`config.mk`:
```
export PLATFORM = sky130hd
export DESIGN_NAME = fifo_wr_arbiter
export DESIGN_NICKNAME = d
export VERILOG_FILES = /design/src/rtl/fifo_arb_pkg.sv /design/src/rtl/rr_pick.sv /design/src/rtl/fifo_wr_arbiter.sv
export SDC_FILE = /design/constraint.sdc
export NUM_CORES = 1
export LEC_CHECK = 0
export ABC_AREA = 1
export CAP_MARGIN = 20
export CELL_PAD_IN_SITES_DETAIL_PLACEMENT = 0
export CELL_PAD_IN_SITES_GLOBAL_PLACEMENT = 1
export CORE_AREA = 2 2 101 103
export DETAILED_ROUTE_END_ITERATION = 8
export DIE_AREA = 0 0 103 105
export GPL_TIMING_DRIVEN = 1
export HOLD_SLACK_MARGIN = 0.02
export PLACE_DENSITY = 0.93
export SLEW_MARGIN = 0
export SYNTH_ARGS = -nofsm -noshare
export SYNTH_HDL_FRONTEND = slang
export SYNTH_SLANG_ARGS = --single-unit
```
`constraint.sdc`:
```
create_clock -name clk -period 3.82 [get_ports clk]
set_input_delay 0.764 -clock clk [delete_from_list [all_inputs] [get_ports clk]]
set_output_delay 0.764 -clock clk [all_outputs]
set_load 0.005 [all_outputs]
```
`src/rtl/fifo_arb_pkg.sv`:
```
// Shared types and the round-robin winner function for the FIFO write-port arbiter.
package fifo_arb_pkg;

    typedef enum logic {ARB_IDLE, ARB_LOCKED} arb_state_e;

    localparam int RR_MAX_REQ = 32;
    localparam int RR_IDX_W   = 5;

    // First set bit of req at or above ptr, wrapping modulo n_req.
    function automatic logic [RR_IDX_W-1:0] rr_next(
        input logic [RR_MAX_REQ-1:0] req,
        input logic [RR_IDX_W-1:0]   ptr,
        input int                    n_req
    );
        logic [RR_IDX_W-1:0] win;
        logic                found;
        int                  idx;
        win   = '0;
        found = 1'b0;
        idx   = 0;
        for (int k = 0; k < RR_MAX_REQ; k++) begin
            if (k < n_req) begin
                idx = (int'(ptr) + k) % n_req;
                if (!found && req[idx]) begin
                    win   = RR_IDX_W'(idx);
                    found = 1'b1;
                end
            end
        end
        return win;
    endfunction

endpackage

```
`src/rtl/rr_pick.sv`:
```
// Combinational rotate-and-priority-encode: picks the first requester at or after ptr.
module rr_pick
    import fifo_arb_pkg::*;
#(
    parameter int N_REQ = 4,
    parameter int SRC_W = $clog2(N_REQ)
) (
    input  logic [N_REQ-1:0] req,
    input  logic [SRC_W-1:0] ptr,
    output logic             any,
    output logic [SRC_W-1:0] idx
);

    logic [RR_MAX_REQ-1:0] req_ext;
    logic [RR_IDX_W-1:0]   win;

    assign req_ext = RR_MAX_REQ'(req);
    assign win     = rr_next(req_ext, RR_IDX_W'(ptr), N_REQ);
    assign idx     = SRC_W'(win);
    assign any     = |req;

endmodule

```
`src/rtl/fifo_wr_arbiter.sv`:
```
// Packet-atomic round-robin arbiter in front of a FIFO push port; beats are tagged with source.
//   state      | meaning
//   ARB_IDLE   | no grant; pick next requester from rr_ptr
//   ARB_LOCKED | grant held until the granted packet's last beat is accepted
module fifo_wr_arbiter
    import fifo_arb_pkg::*;
#(
    parameter int N_REQ = 4,
    parameter int WIDTH = 32,
    parameter int SRC_W = $clog2(N_REQ)
) (
    input  logic                   clk,
    input  logic                   rst,
    input  logic [N_REQ-1:0]       req_valid,
    output logic [N_REQ-1:0]       req_ready,
    input  logic [N_REQ*WIDTH-1:0] req_data,
    input  logic [N_REQ-1:0]       req_last,
    output logic                   out_valid,
    input  logic                   out_ready,
    output logic [WIDTH-1:0]       out_data,
    output logic [SRC_W-1:0]       out_src,
    output logic                   out_last,
    output logic                   busy
);

    arb_state_e       state_q, state_d;
    logic [SRC_W-1:0] grant_q, grant_d;
    logic [SRC_W-1:0] rr_ptr_q, rr_ptr_d;
    logic             pick_any;
    logic [SRC_W-1:0] pick_idx;
    logic             sel_valid;
    logic             sel_last;
    logic [WIDTH-1:0] sel_data;

    rr_pick #(
        .N_REQ (N_REQ),
        .SRC_W (SRC_W)
    ) u_rr_pick (
        .req (req_valid),
        .ptr (rr_ptr_q),
        .any (pick_any),
        .idx (pick_idx)
    );

    always_comb begin
        sel_valid = 1'b0;
        sel_last  = 1'b0;
        sel_data  = '0;
        for (int i = 0; i < N_REQ; i++) begin
            if (grant_q == SRC_W'(i)) begin
                sel_valid = req_valid[i];
                sel_last  = req_last[i];
                sel_data  = req_data[i*WIDTH +: WIDTH];
            end
        end
    end

    always_ff @(posedge clk or posedge rst) begin
        if (rst) begin
            state_q  <= ARB_IDLE;
            grant_q  <= '0;
            rr_ptr_q <= '0;
        end else begin
            state_q  <= state_d;
            grant_q  <= grant_d;
            rr_ptr_q <= rr_ptr_d;
        end
    end

    always_comb begin
        state_d   = state_q;
        grant_d   = grant_q;
        rr_ptr_d  = rr_ptr_q;
        req_ready = '0;
        out_valid = 1'b0;
        out_data  = '0;
        out_src   = '0;
        out_last  = 1'b0;
        busy      = 1'b0;
        case (state_q)
            ARB_IDLE: begin
                if (pick_any) begin
                    grant_d = pick_idx;
                    state_d = ARB_LOCKED;
                end
            end
            ARB_LOCKED: begin
                busy      = 1'b1;
                out_valid = sel_valid;
                out_data  = sel_data;
                out_last  = sel_last;
                out_src   = grant_q;
                for (int i = 0; i < N_REQ; i++) begin
                    if (grant_q == SRC_W'(i)) req_ready[i] = out_ready;
                end
                // Only a completed packet moves the pointer; served requester drops to lowest priority.
                if (sel_valid && out_ready && sel_last) begin
                    state_d  = ARB_IDLE;
                    rr_ptr_d = (grant_q == SRC_W'(N_REQ - 1)) ? '0 : grant_q + 1'b1;
                end
            end
            default: state_d = ARB_IDLE;
        endcase
    end

endmodule

```
==> metrics <==
fin crit share 91.5%; CP startpoint kind flip-flop; worst slew pin tran 829 ps; RSZ-0062 raised after global routing no; Starting Density 17.9%; final hold slack 572 ps; pin count of the biggest net entering global routing 38; Synth top area share 28.2%; Compound-Gate Fraction of Synth Area 50.4%; Synth cell types 23; Reg clk slew, reported paths 40 ps; Final WS setup 324 ps; Num CTS Buffers 3; Setup TNS 0 ps; HP Start grant_q[0]$_DFFE_PP0P_; # nets final 647; Post-CTS Resized 0; Final Total Pwr 2.76 mW; Max IR drop VDD 285 uV; Mean Syn Cell Area 5.05 sq um; GRT Overall Usage 15.9%; crit path kind flip-flop to primary output; CTS tree built; Post-synth EDFFs 0; largest cells by area after synthesis o21ai_0 28%, a21oi_1 20%, nand2_1 12%; First-pass DRT Iterations 4; mux cell area share after synthesis 0%; Pleak 1.49 nW; Die W 103 um; HPWL Detailed 7120 um; main combinational cell family by area after synthesis compound AO/OA/AOI/OAI gates; post-CTS setup buffers 0; diode count 0; Setup crit start grant_q[0]$_DFFE_PP0P_; IO Pins 180; Die H 105 um; synth cell count leaders 97 x o21ai_0, 68 x a21oi_1, 56 x nand2_1; share of cells above drive strength 1 4.77%; Synth Instances 341; grt total ovfl 0; Via Count 2923; Ys Warns 0; dpl cell area 3610 sq um; clk sink count 5; DRC errors left 0; Vias/cell 4.60; syn_nets 484; asr flop ratio synth 100%; Final Util 38.0%; final wirelength 9340 um; CTS H-tree depth 1; Layout Cells excl Fill 636; drt initial violations 109; clk_lat worst skew 220 ps; area delta synth->final 113%; vias in the first global route 2835; clk_skew 0.356 ps; max_cap viols 0; final hold vios 0; Pins Over Slew Limit 0; cell accounting for the most synthesized area o21ai_0; WL/cell 14.7 um; post-route design area 3660 sq um; post-synthesis sequential area ratio 7.27%; die area 10800 sq um; type of the tightest min-delay check flip-flop to flip-flop; first-pass GRT wire length 13900 um; critical-path maximum fanout 16; status finished clean; WP data required 3060 ps; XOR/XNOR share of the synthesized area 0%; Primary FF master, synth dfrtp_1; floorplan core area 9640 sq um; CTS Root Cell clkbuf_8; Post-Synth Adder-Cell Area 2.91%; Power Density 753 nW/um^2; Post-DRT Antenna Nets 0; Max Root-Sink Buffers 2; relative slew slack 44.7%; critical path arrival 2730 ps; Cells after DPL 632; origin of the critical flop-to-flop path grant_q[0]$_DFFE_PP0P_; GPL Wtd Cong 0.870; post-layout min period 3500 ps; Synth Area in Simple Gates 26.5%; flops & latches, synth 5; Max Clk Rate 0.286 GHz; Std-Cell Rows 36; # setup viols final 0; IO buf count 179; Crit. End Element primary output; initial antenna violation count 0; number of hold-repair buffers added at the cts stage 0; Setup WS pre-CTS 446 ps; Syn Std Cell Area 1720 sq um; top-count cell post-synth o21ai_0
[path summary, 6_finish.rpt]
check | end | cells after the start | slack [ps]
worst min-delay path | grant_q[0]$_DFFE_PP0P_ | 2 | 570
worst max-delay path | out_data[1] | 8 | 320
worst min register to register | grant_q[0]$_DFFE_PP0P_ | 2 | 570
max in group asynchronous | rr_ptr_q[1]$_DFFE_PP0P_ | 2 | 2900
worst max register to register | rr_ptr_q[0]$_DFFE_PP0P_ | 9 | 1730
min in group asynchronous | state_q$_DFF_PP0_ | 2 | 740
[flip-flops by register name (all words and copies together) (netlist names)]
signal / flops
rr_ptr_q: 2
grant_q: 2
state_q: 1
[layout make-up]
class / count / area [sq um]
Clock buffer: 4 / 45.0
Fill cell: 1048 / 5980
Inverter: 21 / 78.8
Multi-Input combinational cell: 285 / 1370
Sequential cell: 5 / 125
Tap cell: 133 / 166
Timing Repair Buffer: 188 / 1870
[cells in the final DEF (no fill, tap or decap), types with 2 or more instances in the layout]
cell type	instances
inv_2	4
nand2_2	4
nand3_1	7
dfrtp_1	5
ha_1	4
clkbuf_8	3
a21oi_1	68
nor2_1	37
inv_1	16
clkdlybuf4s50_1	179
o211ai_1	3
nand2_1	56
o21ai_1	2
buf_4	8
o21ai_0	97
[logic make-up after synthesis]
logic type,count (synthesis)
AOI/OAI and AO/OA,171
and+or+nand+nor,110
buffers and inverters,51
DFF,5
adders and majority gates,4
[report_power, final]
group	switching (mW)	total, mW	internal (mW)
clock	0.0293	0.101	0.0719
sequential	0.0718	0.148	0.0762
combinational	1.20	2.51	1.31
[routing by layer]
layer | GRT usage (%) | routed length [um] | vias up
met1 | 19.2 | 3860 | 1295
met2 | 29.6 | 4660 | 127
met3 | 2.34 | 673 | 14
li1 | - | - | 1487
met5 | 0 | 0 | -
met4 | 2.73 | 146 | 0
[critical path, cell delays in order (launching register included)]
cell and delay, ps:
dfrtp_1 410, inv_1 120, ha_1 230, clkinv_1 330
buf_4 330, o21ai_0 210, o21ai_0 170, a21oi_1 170
clkdlybuf4s50_1 520
Note: power is estimated with default switching activity, not from simulation.
